--- config.mk ---
export PLATFORM = sky130hd
export DESIGN_NAME = usb_ctl_router
export DESIGN_NICKNAME = d
export VERILOG_FILES = /design/src/rtl/usb_ctl_pkg.sv /design/src/rtl/usb_ctl_router.sv
export SDC_FILE = /design/constraint.sdc
export NUM_CORES = 1
export LEC_CHECK = 0
export CORE_MARGIN = 5
export CORE_UTILIZATION = 29
export CTS_CLUSTER_DIAMETER = 50
export DETAILED_ROUTE_END_ITERATION = 12
export PLACE_DENSITY = 0.67
export SLEW_MARGIN = 10
export SYNTH_ARGS = -nofsm -noshare
export SYNTH_HDL_FRONTEND = slang
export SYNTH_SLANG_ARGS = --single-unit
--- constraint.sdc ---
create_clock -name clock -period 1.5 [get_ports clock]
set_clock_uncertainty 0.05 [all_clocks]
set_input_delay 0.15 -clock clock [delete_from_list [all_inputs] [get_ports clock]]
set_output_delay 0.15 -clock clock [all_outputs]
set_load 0.02 [all_outputs]
--- src/rtl/usb_ctl_pkg.sv ---
// Shared definitions for the USB control-transfer router: bmRequestType
// field masks, request-type codes and the router state encoding.
package usb_ctl_pkg;

  localparam logic [7:0] RT_DIR_MASK    = 8'h80;
  localparam logic [7:0] RT_TYPE_MASK   = 8'h60;
  localparam logic [7:0] RT_RECIP_MASK  = 8'h1F;

  localparam logic [7:0] RT_TYPE_STD    = 8'h00;
  localparam logic [7:0] RT_TYPE_CLASS  = 8'h20;
  localparam logic [7:0] RT_TYPE_VENDOR = 8'h40;

  typedef enum logic [2:0] {
    RT_IDLE,
    RT_MATCH,
    RT_WAIT,
    RT_ACTIVE,
    RT_STALL
  } rt_state_e;

endpackage

--- src/rtl/usb_ctl_router.sv ---
// Steers one USB control transfer at a time to the handler channel whose
// bmRequestType/endpoint filter claims it; unclaimed or ungranted requests stall.
module usb_ctl_router
  import usb_ctl_pkg::*;
#(
  parameter int unsigned             CHANNELS    = 2,
  parameter logic [8*CHANNELS-1:0]   TYPE_MASK   = {RT_TYPE_MASK, RT_TYPE_MASK},
  parameter logic [8*CHANNELS-1:0]   TYPE_MATCH  = {RT_TYPE_CLASS, RT_TYPE_STD},
  parameter logic [16*CHANNELS-1:0]  EP_MASK     = 32'hFFFF_0001,
  parameter int unsigned             GNT_TIMEOUT = 255
) (
  input  logic                    clock,
  input  logic                    rst_n,
  input  logic                    xfer_req_i,
  input  logic [3:0]              xfer_ep_i,
  input  logic [7:0]              xfer_type_i,
  output logic                    xfer_accept_o,
  output logic                    xfer_done_o,
  output logic                    xfer_stall_o,
  input  logic                    xfer_dout_valid_i,
  output logic                    m_tvalid_o,
  input  logic                    m_tready_i,
  output logic                    m_tlast_o,
  output logic [7:0]              m_tdata_o,
  output logic [CHANNELS-1:0]     ch_req_o,
  input  logic [CHANNELS-1:0]     ch_gnt_i,
  input  logic [CHANNELS-1:0]     ch_done_i,
  output logic [CHANNELS-1:0]     ch_dout_valid_o,
  input  logic [CHANNELS-1:0]     ch_tvalid_i,
  input  logic [CHANNELS-1:0]     ch_tlast_i,
  output logic [CHANNELS-1:0]     ch_tready_o,
  input  logic [8*CHANNELS-1:0]   ch_tdata_i
);

  localparam int unsigned SW = (CHANNELS > 1) ? $clog2(CHANNELS) : 1;
  localparam int unsigned TW = $clog2(GNT_TIMEOUT + 1);

  // Returns {hit, index}; scanning downward lets the lowest channel win.
  function automatic logic [SW:0] prio_match(input logic [7:0] rtype, input logic [3:0] ep);
    logic [SW:0] r;
    r = '0;
    for (int c = CHANNELS - 1; c >= 0; c--) begin
      if (((rtype & TYPE_MASK[8*c +: 8]) == TYPE_MATCH[8*c +: 8]) && EP_MASK[16*c + int'(ep)])
        r = {1'b1, SW'(c)};
    end
    return r;
  endfunction

  rt_state_e       state_q, state_d;
  logic [SW-1:0]   sel_q, sel_d;
  logic [TW-1:0]   timer_q, timer_d;
  logic            req_prev_q, req_prev_d;
  logic            stall_q, stall_d;
  logic [SW:0]     mres;

  always_ff @(posedge clock or negedge rst_n) begin
    if (!rst_n) begin
      state_q    <= RT_IDLE;
      sel_q      <= '0;
      timer_q    <= '0;
      req_prev_q <= 1'b0;
      stall_q    <= 1'b0;
    end else begin
      state_q    <= state_d;
      sel_q      <= sel_d;
      timer_q    <= timer_d;
      req_prev_q <= req_prev_d;
      stall_q    <= stall_d;
    end
  end

  // Timer defaults to zero so it clears whenever the FSM is not counting in WAIT.
  always_comb begin
    state_d    = state_q;
    sel_d      = sel_q;
    timer_d    = '0;
    stall_d    = 1'b0;
    req_prev_d = xfer_req_i;
    mres       = prio_match(xfer_type_i, xfer_ep_i);
    unique case (state_q)
      RT_IDLE: if (xfer_req_i && !req_prev_q) state_d = RT_MATCH;
      RT_MATCH: begin
        if (!xfer_req_i) begin
          state_d = RT_IDLE;
        end else if (mres[SW]) begin
          sel_d   = mres[SW-1:0];
          state_d = RT_WAIT;
        end else begin
          state_d = RT_STALL;
          stall_d = 1'b1;
        end
      end
      RT_WAIT: begin
        if (!xfer_req_i) begin
          state_d = RT_IDLE;
        end else if (ch_gnt_i[sel_q]) begin
          state_d = RT_ACTIVE;
        end else if (timer_q == TW'(GNT_TIMEOUT - 1)) begin
          state_d = RT_STALL;
          stall_d = 1'b1;
        end else begin
          timer_d = timer_q + 1'b1;
        end
      end
      RT_ACTIVE: if (!xfer_req_i) state_d = RT_IDLE;
      RT_STALL:  if (!xfer_req_i) state_d = RT_IDLE;
      default:   state_d = RT_IDLE;
    endcase
  end

  // Request, accept and stream are gated by xfer_req_i so an abort drops them at once.
  logic in_wait, in_act;
  assign in_wait = (state_q == RT_WAIT) && xfer_req_i;
  assign in_act  = (state_q == RT_ACTIVE) && xfer_req_i;

  for (genvar c = 0; c < CHANNELS; c++) begin : g_ch
    logic is_sel;
    assign is_sel             = (sel_q == SW'(c));
    assign ch_req_o[c]        = is_sel & (in_wait | in_act);
    assign ch_tready_o[c]     = is_sel & in_act & m_tready_i;
    assign ch_dout_valid_o[c] = is_sel & in_act & xfer_dout_valid_i;
  end

  assign m_tvalid_o    = in_act & ch_tvalid_i[sel_q];
  assign m_tlast_o     = in_act & ch_tlast_i[sel_q];
  assign m_tdata_o     = in_act ? ch_tdata_i[8*sel_q +: 8] : 8'h00;
  assign xfer_accept_o = in_act;
  assign xfer_stall_o  = stall_q;
  assign xfer_done_o   = (state_q == RT_STALL) |
                         ((state_q == RT_ACTIVE) & ch_done_i[sel_q]);

endmodule
---- Word-level counts from Yosys, hierarchy flattened ----
Memories as Yosys holds them, arrays and structs flattened.
Index checks and enable logic that the tools add are counted.
storage, ports and cells
  bits in registers ....................... 14
  memory bits (read-only) ................. 48
  output and inout port bits .............. 19
  memories ................................ 2
memories
  memory           words  bits a word  rd ports  clocked after memory_dff  write ports  RTL line              source
  (no name shown)  32     1            1         0                         0            usb_ctl_router.sv:43  if (((rtype & TYPE_MASK[8*c +: 8]) == TYPE_MATCH[8*c +: 8]) && EP_MASK[16*c + int'(ep)])
  (no name shown)  16     1            1         0                         0            usb_ctl_router.sv:43
operators by class
  add/sub/neg operators ................... 2
  magnitude comparators ................... 3
  equal/unequal tests ..................... 9
  shift-type cells ........................ 1
  multiplexer cells ....................... 32
  bitwise operators ....................... 14
  reductions and logical operators ........ 11
operator list
  cell                   count
  $mux W8                5
  $mux W3                7
  $mux W1                16
  $shiftx A16 B5 Y8      1
  $pmux W3 S4            1
  $and A1 B1 Y1          11
  $add A8 B1 Y8 const B  1
  $eq A8 B8 Y1 const B   1
  $logic_not A8 Y1       1
  $add A5 B4 Y6 const A  1
  $eq A3 B2 Y1 const B   2
  $lt A4 B6 Y1 const B   1
  $lt A6 B6 Y1 const B   1
  $reduce_and A3 Y1      2
  $logic_and A1 B1 Y1    5
  $mux W2                2
  $ne A2 B2 Y1 const B   2
  $ne A4 B4 Y1 const B   1
  $eq A3 B1 Y1 const B   1
  $eq A3 B3 Y1 const B   1
  $logic_not A3 Y1       1
  $eq A2 B1 Y1 const B   1
  $lt A1 B2 Y1 const B   1
  $or A1 B1 Y1           2
  other kinds (4)        4

---- Logic depth before layout (Yosys ltp) ----
Gate-level depths: netlist (run 1).
  word-level depth ........................ 10
  gate-level depth with buffers ........... 5

---- Worst setup path before layout (run 1) ----
Ideal clock, no wire load.
  kind .................................... reg-to-reg
  start point ............................. reg sel_q (netlist: g_ch[1].is_sel)
  end point ............................... reg timer_q[2]
  setup time .............................. 0.080 ns
  arrival time ............................ 1.437 ns
  setup slack ............................. -0.068 ns
  cell stages (with the launch flop) ...... 6
  period minus slack after synthesis ...... 1.568 ns
  path through ............................ dfrtp_1 buf_6 mux2_4 or3b_1 buf_6 nor3_2
on the way
  word-level cells in the longest chain between the ends .. 5
ends and longest elaborated chain
  what                                        RTL line              source
  start: declaration                          usb_ctl_router.sv:50  logic [SW-1:0] sel_q, sel_d;
  start signal: assignment                    usb_ctl_router.sv:65  sel_q <= sel_d;
  $mux W1 (not written as such) (2 in a row)  usb_ctl_router.sv:96  end else if (ch_gnt_i[sel_q]) begin
  $mux W8                                     usb_ctl_router.sv:96
  $mux W8                                     usb_ctl_router.sv:94  if (!xfer_req_i) begin
  $mux W8                                     usb_ctl_router.sv:80  unique case (state_q)
  net timer_d[2]                              usb_ctl_router.sv:51  logic [TW-1:0] timer_q, timer_d;
  end signal: assignment                      usb_ctl_router.sv:66  timer_q <= timer_d;
  end: declaration                            usb_ctl_router.sv:51
The timed path passes the listed nets, and every way through them passes these cells. The select of a mux whose other input is x is not followed.
A chain may end at the register's enable or synchronous reset.

---- Final worst setup path (run 1) ----
  start point ............................. reg sel_q (netlist: g_ch[1].is_sel)
  end point ............................... reg state_q[1]
on the way
  word-level cells in the longest chain between the ends .. 5
  elaborated cells between the ends (all ways) .. 7
  those cells by class .................... 1 x eq/ne; 5 x mux; 1 x reduce/logical
ends and longest elaborated chain
  what                                          RTL line              source
  $mux W1 (not written as such) * (2 in a row)  usb_ctl_router.sv:96
  $mux W3                                       usb_ctl_router.sv:96
  $mux W3                                       usb_ctl_router.sv:94
  $pmux W3 S4                                   usb_ctl_router.sv:80
  end signal: assignment                        usb_ctl_router.sv:64  state_q <= state_d;
  end: declaration                              usb_ctl_router.sv:49  rt_state_e state_q, state_d;
Every way passes the cells marked *; elsewhere a longest branch is shown, timed or not. The select of a mux whose other input is x is not followed.

==> key figures, run 1 <==
Power and ir drop
  • Cell area power density: about 610 nW/um2
  • IR drop worst, VDD: around 0.00041 V
  • Static Leak: between 0.8 and 0.9 nW
  • Post-layout total power: about 0.0012 W

Placed design
  • Routability Congestion: about 0.78
  • Dpl cell area: approximately 1700 um2
  • Hpwl dp: 2784 um
  • Placed cells: approximately 220
  • IO Port Bufs: between 50 and 60
  • Placement Setup Slack: -651.6 ps

Global route
  • Total grt overflow: 0
  • First-pass GRT wire length: about 5200 um
  • Number of global-route vias before repair: roughly 1100
  • Initial antenna violation count: 0
  • All-Layer GR Usage: 0.1502
  • Largest net degree at the start of global routing: 15

Floorplanning
  • Starting density of the core: 0.3007
  • I/O pin total: 60
  • Die height: 68.83 um
  • Chip width: between 60 and 70 um
  • Die area: 4737 um2
  • Num rows: 21
  • Core footprint: roughly 3300 um2

Critical path
  • Data arrival time of the critical path: ~1800 ps
  • Buf+Inv Stages, Crit Path: 1
  • Crit-path leading delay family: flip-flops
  • Crit-path cells: mux2_4 -> or3b_4 -> buf_6 -> o211ai_2
  • Critical path class: reg -> reg
  • CP Launch Type: flop
  • Worst path max stage delay: around 460 ps
  • Crit path max fanout: 5
  • Crit. End Element: flop
  • Max stage delay cell, worst path: dfrtp_2
  • Req. time, crit path: ~1600 ps

Routing
  • Routed Antenna Nets: 0
  • Vias: around 1100
  • Total Wirelength: about 3800 um
  • Initial DRC Count: 32
  • First drt pass iteration count: 4
  • DR WL/cell: approximately 17 um
  • DR DRC count: 0
  • Via density: 4.893

Logic synthesis
  • Largest family of logic cells by synthesized area: simple AND/OR/NAND/NOR gates
  • Count of flip-flops with a built-in enable after synthesis: 0
  • Cell Area, Synth: 1003 um2
  • Fraction of synthesized area in multiplexers: 0.1247
  • Synth Net Count: around 150
  • Synth Area in XOR/XNOR: 0.02618
  • Main synth FF type: dfrtp_1
  • Synth area leader: dfrtp_1
  • Seq cells post-synth: 14
  • Synth Area in Adders: 0.02494
  • Register area share after synthesis: 0.3491
  • Mean area per synthesized cell: 9.742 um2
  • Share of the synthesized area in the top cell type: 0.3491
  • Syn Inst Count: 103
  • Synth Warn #: 0
  • Netlist cell types: 37
  • Asr flop ratio synth: 1.000
  • Area contributors post-synth: dfrtp_1 (35%), mux2i_1 (11%), nor3_2 (5.0%), nor2_1 (4.1%), a211oi_2 (3.7%)
  • Simple-Gate Fraction of Synth Area: 0.2768
  • Synth Area in Compound Gates: 0.1409

Cells and area
  • Register area: 351.6 um2
  • Cell area after layout: slightly below 2000 um2
  • Non-Filler Instances: approximately 220
  • Most frequent cells in the layout: clkdlybuf4s50_1 (35), buf_4 (25), buf_6 (16)
  • Most common cell after layout, fill and taps aside: clkdlybuf4s50_1
  • Final core occ: 0.5816
  • Nets: 223
  • Layout area overhead: 93.39%
  • Layout cells sized above 1: 0.4438
  • Footprint of the multi-input gates: between 700 and 800 um2
  • # diodes: 0
  • # fillers: 270

Run status
  • Failing checks: setup timing
  • Status: finished with violations

STA
  • RSZ-0062 raised after global routing: true
  • Slew Viols, Final: 0
  • Tmin final: 1638 ps
  • Slew HR: 0.8111
  • Worst slew pin tran: approximately 280 ps
  • Peak Freq: 610.3 MHz
  • Fin worst setup slack: -138.5 ps
  • Final Hold Vio Count: 0
  • Final setup vio count: 25
  • Tcrit/Tclk final: 1.092

Clock tree
  • CTS Buf Count: 3
  • CTS tree: built
  • H-tree depth: 1
  • Post-CTS Hold Buffers: 0
  • Clock-pin slew on the worst setup and hold paths: about 90 ps
  • CTS Sinks: 14
  • CTS Root Cell: clkbuf_4
  • Worst-case clock buffer depth: 2
  • Clk Latency, worst-skew pair: between 200 and 300 ps

Flow run
  • Max_cap viols: 0

Worst hold path
  • Hold Path Class: in -> async
-- area by class of cell --
cell class,count,share of cell area
inverter,5,0.009671
sequential,14,0.1812
clock buffer,3,0.01161
multi-input combinational,78,0.3772
timing repair buffer,78,0.3907
tap,46,0.02966
-- repair_timing --
item                                   CTS  global route
setup buffers                            4             1
setup endpoints to repair               29            30
gates resized for setup                128            13
endpoints found under the hold margin    0             0
gates cloned                             1             0
pin swaps                               13             3
-- per-layer routing --
layer / up-vias / part of all wire / GRT usage
met5: - / 0 / 0
li1: 527 / - / -
met4: 0 / 0.025 / 0.06083
met2: 14 / 0.59 / 0.2658
met1: 544 / 0.37 / 0.1766
met3: 11 / 0.014 / 0.02917
-- metrics by stage --
stage | hold WS, ps | setup TNS, ps
final | 121.2 | -2005
after global placement | 426.0 | -11450
after CTS | 131.0 | -1720
after global routing | 119.9 | -4013
after detailed placement | 433.6 | -12170
after floorplan | -195.6 | -616.1
-- path summary, 6_finish.rpt --
| check | cells past startpoint | endpoint | start | slack [ps] |
|---|---|---|---|---|
| min | 2 | timer_q[3] | rst_n | 120 |
| max reg2reg | 4 | state_q[1] | g_ch[1].is_sel | -140 |
| min reg2reg | 2 | state_q[0] | req_prev_q | 460 |
| max in group asynchronous | 2 | g_ch[1].is_sel | rst_n | 1100 |
| max | 4 | state_q[1] | g_ch[1].is_sel | -140 |
| min in group clock | 2 | req_prev_q | xfer_req_i | 430 |
-- Yosys cell counts (all sizes together), types with 2 or more instances --
cell type,n
a211oi,3
and3,2
buf,3
clkbuf,3
dfrtp,14
ha,2
inv,5
mux2i,11
nand2,5
nand3,3
nand4,2
nor2,11
nor2b,2
nor3,6
nor3b,3
nor4,2
o211ai,2
o21ai,5
o31ai,2
or3,3
xor2,2
-- report_power, final --
part           switching [W]  internal, W
combinational       0.000229     0.000312
sequential         0.0000265     0.000399
clock               0.000116    0.0000931
total               0.000372     0.000804
-- flip-flops by register name (all words and copies together), names as in the netlist --
register	count
g_ch.is_sel	1
timer_q	8
state_q	3
xfer_stall_o	1
req_prev_q	1
-- cell families (layout without fill, tap and decap cells) --
family,Yosys count,after routing
AND/OR/NAND/NOR,44,44
AO/OA/AOI/OAI,17,17
flip-flops,14,14
multiplexers,12,12
buffers and inverters,11,86
XOR/XNOR,3,3
adder cells (fa/ha/maj),2,2
Note: power is estimated with default switching activity, not from simulation.
==> inputs of run 2 (changes only) <==
- CORE_ASPECT_RATIO: not set -> 0.5
==> run 2 against run 1 <==
Against the previous run: the run still ends with setup timing left; count of clock-buffer cells in the layout is 1 higher; utilization is 1.8 points higher; combinational power is 22% higher; die area is 1.5% higher; critical path type is now reg -> out.
==> key figures, run 2 (synthesis results as in run 1) <==
Cells and area
  • Biggest regs: timer_q (8), state_q (3)
  • Number of flip-flops in the largest register: 8 (unchanged)
  • Most common cell after layout, fill and taps aside: clkdlybuf4s50_1
  • # diodes: 0 (unchanged)
  • Layout area overhead: 102.0%
  • Nets: 225 (+0.90%)
  • Most frequent cells in the layout: clkdlybuf4s50_1 (35), buf_4 (26), buf_6 (15)
  • Cell area after layout: 2027 um2 (+4.4%)
  • Final core occ: 0.6000 (+0.01845)
  • Layout cells sized above 1: 0.4917 (+0.04789)
  • Biggest register: timer_q

Floorplanning
  • Core footprint: 3378 um2 (+1.2%)
  • Die height: 51.60 um (-25%)
  • Starting density of the core: 0.2970 (-0.003675)
  • Die area: 4808 um2 (+1.5%)
  • I/O pin total: 60 (unchanged)
  • Num rows: 15 (-29%)
  • Chip width: 93.19 um (+35%)

Critical path
  • Crit path max fanout: 8 (+3)
  • Worst Setup SP: g_ch[1].is_sel
  • Data arrival time of the critical path: 1400 ps (-380 ps)
  • Worst R2R Path Depth: 4 (unchanged)
  • R2R Path Start: g_ch[1].is_sel
  • Crit. End Element: output port
  • Critical path class: reg -> out
  • R2r setup slk: -90 ps (+50 ps)
  • Req. time, crit path: 1300 ps (-340 ps)
  • CP Launch Type: flop
  • RR Endpoint: timer_q[6]

Power and ir drop
  • Static Leak: 0.8537 nW (+2.0%)
  • Switching Fraction: 0.2918 (-0.02426)
  • IR drop worst, VDD: 0.0005362 V (+32%)
  • Int Power: 0.001033 W (+28%)
  • Clock power share: 0.254 (+0.076)
  • Share of power burned in registers: 0.292 (-0.070)
  • Combinational share of power: 0.454 (-0.006)
  • Cell area power density: 719.9 nW/um2 (+19%)
  • Psw: 0.0004258 W (+15%)

Clock tree
  • CTS Root Cell: clkbuf_8
  • Clock-pin slew on the worst setup and hold paths: 60 ps (-30 ps)
  • CTS tree: built
  • Worst-case clock buffer depth: 2 (unchanged)
  • Clk Latency, worst-skew pair: 250 ps (-30 ps)
  • CTS Sinks: 14 (unchanged)
  • H-tree depth: 1 (unchanged)
  • CTS Buf Count: 3 (unchanged)

Global route
  • All-Layer GR Usage: 0.1289 (-0.02130)
  • Number of global-route vias before repair: 1060 (-0.094%)
  • First-pass GRT wire length: 4871 um (-6.9%)
  • Initial antenna violation count: 0 (unchanged)
  • Largest net degree at the start of global routing: 12 (-3)
  • Total grt overflow: 0 (unchanged)

STA
  • Tmin final: 1603 ps (-35.73 ps)
  • Fin worst setup slack: -102.8 ps (+35.73 ps)
  • Final Hold Vio Count: 0 (unchanged)
  • RSZ-0062 raised after global routing: true
  • Tcrit/Tclk final: 1.069 (-0.02382)
  • Final setup vio count: 25 (unchanged)
  • Worst slew pin tran: 489.9 ps (+214.4 ps)
  • Slew Viols, Final: 0 (unchanged)
  • WHS: 55.91 ps (-65.28 ps)
  • Peak Freq: 623.9 MHz (+2.2%)
  • Slew HR: 0.6704 (-0.1407)

Routing
  • DR WL/cell: 15.11 um (-11%)
  • Total Wirelength: 3370 um (-12%)
  • First drt pass iteration count: 4 (unchanged)
  • DR DRC count: 0 (unchanged)
  • Via density: 4.879 (-0.28%)
  • Initial DRC Count: 29 (-9.4%)
  • Vias: 1088 (-0.73%)
  • Routed Antenna Nets: 0 (unchanged)

Placed design
  • Hpwl dp: 2394 um (-14%)
  • Dpl cell area: 1745 um2 (+1.6%)
  • Routability Congestion: 0.7475 (-4.3%)
  • IO Port Bufs: 53 (unchanged)

Worst hold path
  • Hold Path Class: in -> async

Run status
  • Failing checks: setup timing
  • Status: finished with violations

Flow run
  • Max_cap viols: 0 (unchanged)
## run 2: how the worst max path moves through the flow
stage	to	depth (start not counted)
floorplan	timer_q[2]	5
global placement	m_tdata_o[1]	6
detailed placement	m_tdata_o[7]	6
CTS	m_tdata_o[7]	5
global route	m_tdata_o[6]	4
finish	m_tdata_o[6]	4
## run 2: per-stage QoR
stage / total power (W) / setup slack [ps] / instances / setup TNS (ps)
after floorplan: 0.0006554 / -67.50 / 103 / -616.1
after global placement: 0.0008489 / -549.9 / 217 / -11080
after detailed placement: 0.0008498 / -604.7 / 217 / -11800
after CTS: 0.001284 / -106.3 / 222 / -1723
after global routing: 0.001534 / -176.0 / 223 / -2954
final: 0.001459 / -102.8 / 223 / -1350
## run 2: cell type report
cell class	instances	area, um2
clock buffer	4	55.05
inverter	5	18.77
tap	42	52.55
multi-input combinational	78	774.5
timing repair buffer	80	774.5
sequential	14	351.6
fill	281	1351
## run 2: layer usage
| metal | share of wire | global-route usage | vias up |
|---|---|---|---|
| li1 | - | - | 537 |
| met1 | 0.40 | 0.1521 | 515 |
| met2 | 0.53 | 0.2360 | 30 |
| met3 | 0.040 | 0.02890 | 6 |
| met4 | 0.023 | 0.04136 | 0 |
| met5 | 0 | 0 | - |
## run 2: critical path, stage by stage (launching register included)
cell and delay (ps):
dfrtp_2 420, buf_4 220, mux2i_2 310, nor2_4 70, buf_6 130
## run 2: power by group through the flow
stage	clock, W	combinational (W)	sequential (W)
floorplan	0	0.000240	0.000416
global placement	0	0.000417	0.000432
detailed placement	0	0.000417	0.000433
CTS	0.000380	0.000481	0.000424
global route	0.000406	0.000699	0.000429
finish	0.000371	0.000662	0.000426
## run 2: timing repair
item / in CTS / in global routing
setup buffers: 1 / 1
hold buffers: 0 / 0
endpoints found under the setup margin: 28 / 29
resized for setup: 100 / 50
pin swaps: 4 / 5
==> inputs of run 3 (changes only) <==
- CAP_MARGIN: not set -> 20
- CORE_ASPECT_RATIO: 0.5 -> 0.6
==> run 3 against run 2 <==
Against the previous run: the run still ends with setup timing left; utilization up 3.3 points; fmax decreased by 1.7%; global-route usage up 3.1 points; count of clock-buffer cells in the layout is 1 lower; die area down 0.68%; hold slack better by 110 ps; clock power is 18% lower; combinational power decreased by 2%; register-to-register slack worse by 40 ps; critical path depth grew 1; cell count is 2.2% higher; critical endpoint is now m_tdata_o[3]; non-clock buffer count increased by 3.
==> key figures, run 3 (synthesis results as in run 1) <==
Run status
  • Status: finished with violations
  • Failing checks: setup timing

Global route
  • Total grt overflow: 0 (unchanged)
  • Largest net degree at the start of global routing: 15 (+3)
  • Number of global-route vias before repair: 1146 (+8.1%)
  • First-pass GRT wire length: 6134 um (+26%)
  • Initial antenna violation count: 0 (unchanged)
  • All-Layer GR Usage: 0.1598 (+0.03092)

Floorplanning
  • Chip width: 85.94 um (-7.8%)
  • Core footprint: 3283 um2 (-2.8%)
  • Num rows: 16 (+1)
  • Die area: 4775 um2 (-0.68%)
  • Starting density of the core: 0.3056 (+0.008603)
  • I/O pin total: 60 (unchanged)
  • Die height: 55.57 um (+7.7%)

Critical path
  • R2R Path Start: g_ch[1].is_sel
  • RR Endpoint: timer_q[3]
  • CP Launch Type: flop
  • Critical path class: reg -> out
  • Crit. End Element: output port
  • Req. time, crit path: 1300 ps (about the same)
  • Worst R2R Path Depth: 4 (unchanged)
  • Crit path max fanout: 6 (-2)
  • R2r setup slk: -130 ps (-40 ps)
  • Data arrival time of the critical path: 1430 ps (+30 ps)

Placed design
  • Routability Congestion: 0.7564 (+1.2%)
  • Placement Setup Slack: -646.4 ps (-41.72 ps)
  • IO Port Bufs: 53 (unchanged)
  • Hpwl dp: 3023 um (+26%)

STA
  • Peak Freq: 613.6 MHz (-1.7%)
  • Fin worst setup slack: -129.7 ps (-26.97 ps)
  • Final setup vio count: 25 (unchanged)
  • Tcrit/Tclk final: 1.086 (+0.01798)
  • Final Hold Vio Count: 0 (unchanged)
  • Tmin final: 1630 ps (+26.97 ps)
  • Worst slew pin tran: 409.9 ps (-79.92 ps)
  • WHS: 166.3 ps (+110.4 ps)
  • Slew Viols, Final: 0 (unchanged)
  • Slew HR: 0.7237 (+0.05330)
  • RSZ-0062 raised after global routing: true

Clock tree
  • H-tree depth: 1 (unchanged)
  • CTS Root Cell: clkbuf_8
  • Clk Latency, worst-skew pair: 240 ps (about the same)
  • CTS Sinks: 14 (unchanged)
  • Worst-case clock buffer depth: 2 (unchanged)
  • Clock-pin slew on the worst setup and hold paths: 60 ps (about the same)
  • Post-CTS Hold Buffers: 0 (unchanged)
  • CTS tree: built
  • CTS Buf Count: 3 (unchanged)

Power and ir drop
  • Cell area power density: 662.5 nW/um2 (-8.0%)
  • IR drop worst, VDD: 0.0007079 V (+32%)
  • Share of power burned in registers: 0.309 (+0.017)
  • Static Leak: 0.8627 nW (+1.1%)
  • Clock power share: 0.220 (-0.034)
  • Int Power: 0.0009416 W (-8.9%)
  • Post-layout total power: 0.001378 W (-5.6%)
  • Psw: 0.0004361 W (+2.4%)
  • Combinational share of power: 0.471 (+0.017)
  • Switching Fraction: 0.3166 (+0.02478)

Routing
  • DR DRC count: 0 (unchanged)
  • DR WL/cell: 18.04 um (+19%)
  • Via density: 5.105 (+4.6%)
  • Routed Antenna Nets: 0 (unchanged)
  • Total Wirelength: 4112 um (+22%)
  • First drt pass iteration count: 4 (unchanged)
  • Initial DRC Count: 62 (+110%)
  • Vias: 1164 (+7.0%)

Worst hold path
  • Hold Path Class: in -> async

Cells and area
  • Number of flip-flops in the largest register: 8 (unchanged)
  • Layout area overhead: 107.2%
  • Biggest register: timer_q
  • Final core occ: 0.6334 (+0.03338)
  • Most common cell after layout, fill and taps aside: clkdlybuf4s50_1
  • Biggest regs: timer_q (8), state_q (3)
  • Nets: 228 (+1.3%)
  • Layout cells sized above 1: 0.5191 (+0.02741)
  • # diodes: 0 (unchanged)
  • Most frequent cells in the layout: clkdlybuf4s50_1 (35), buf_4 (26), buf_6 (21)

Flow run
  • Max_cap viols: 0 (unchanged)
-- run 3: cell count changes in the layout (fill, tap and decap cells not counted), sizes merged --
cell	change
buf	+3
clkbuf	-1
-- run 3: what timing repair did --
item	4_1_cts	5_1_grt
buffers inserted	0	5
setup endpoints to repair	29	30
resized for setup	128	35
pin swaps	5	3
-- run 3: layout make-up --
class / count / area (um2)
clock buffer: 3 / 41.29
sequential: 14 / 351.6
tap: 45 / 56.30
fill: 251 / 1204
multi-input combinational: 78 / 812.0
inverter: 5 / 21.27
timing repair buffer: 83 / 797.0
-- run 3: critical path, stage by stage, from the launching register on --
cell and delay [ps]:
dfrtp_1 360, and3b_2 280, nand2_4 110, buf_8 170, nor2_2 130, buf_6 130
-- run 3: how the worst max path moves through the flow --
stage                   endpoint  cells after the start           start
floorplan             timer_q[2]                      5  g_ch[1].is_sel
global placement    m_tdata_o[6]                      6      xfer_req_i
detailed placement  m_tdata_o[6]                      6      xfer_req_i
CTS                   timer_q[5]                      5      state_q[2]
global route        m_tdata_o[3]                      5      state_q[2]
finish              m_tdata_o[3]                      5      state_q[2]
-- run 3: stage by stage --
step	area (um2)	TNS (ps)	std cells
after detailed placement	1757	-12800	221
after global routing	2079	-3157	228
after CTS	1896	-1375	223
after floorplan	1013	-616.1	103
after global placement	1757	-11780	221
final	2079	-1959	228
-- run 3: power by group through the flow --
stage / combinational (W) / sequential [W] / clock [W]
6_report: 0.000649 / 0.000425 / 0.000303
5_1_grt: 0.000677 / 0.000427 / 0.000333
4_1_cts: 0.000517 / 0.000429 / 0.000311
3_5_place_dp: 0.000427 / 0.000430 / 0
3_3_place_gp: 0.000415 / 0.000428 / 0
2_1_floorplan: 0.000240 / 0.000416 / 0
-- run 3: per-layer routing --
layer,vias to the layer above,GRT usage,part of all wire
li1,540,-,-
met1,585,0.2087,0.39
met2,33,0.2799,0.56
met3,6,0.02377,0.036
met4,0,0.02935,0.012
met5,-,0,0
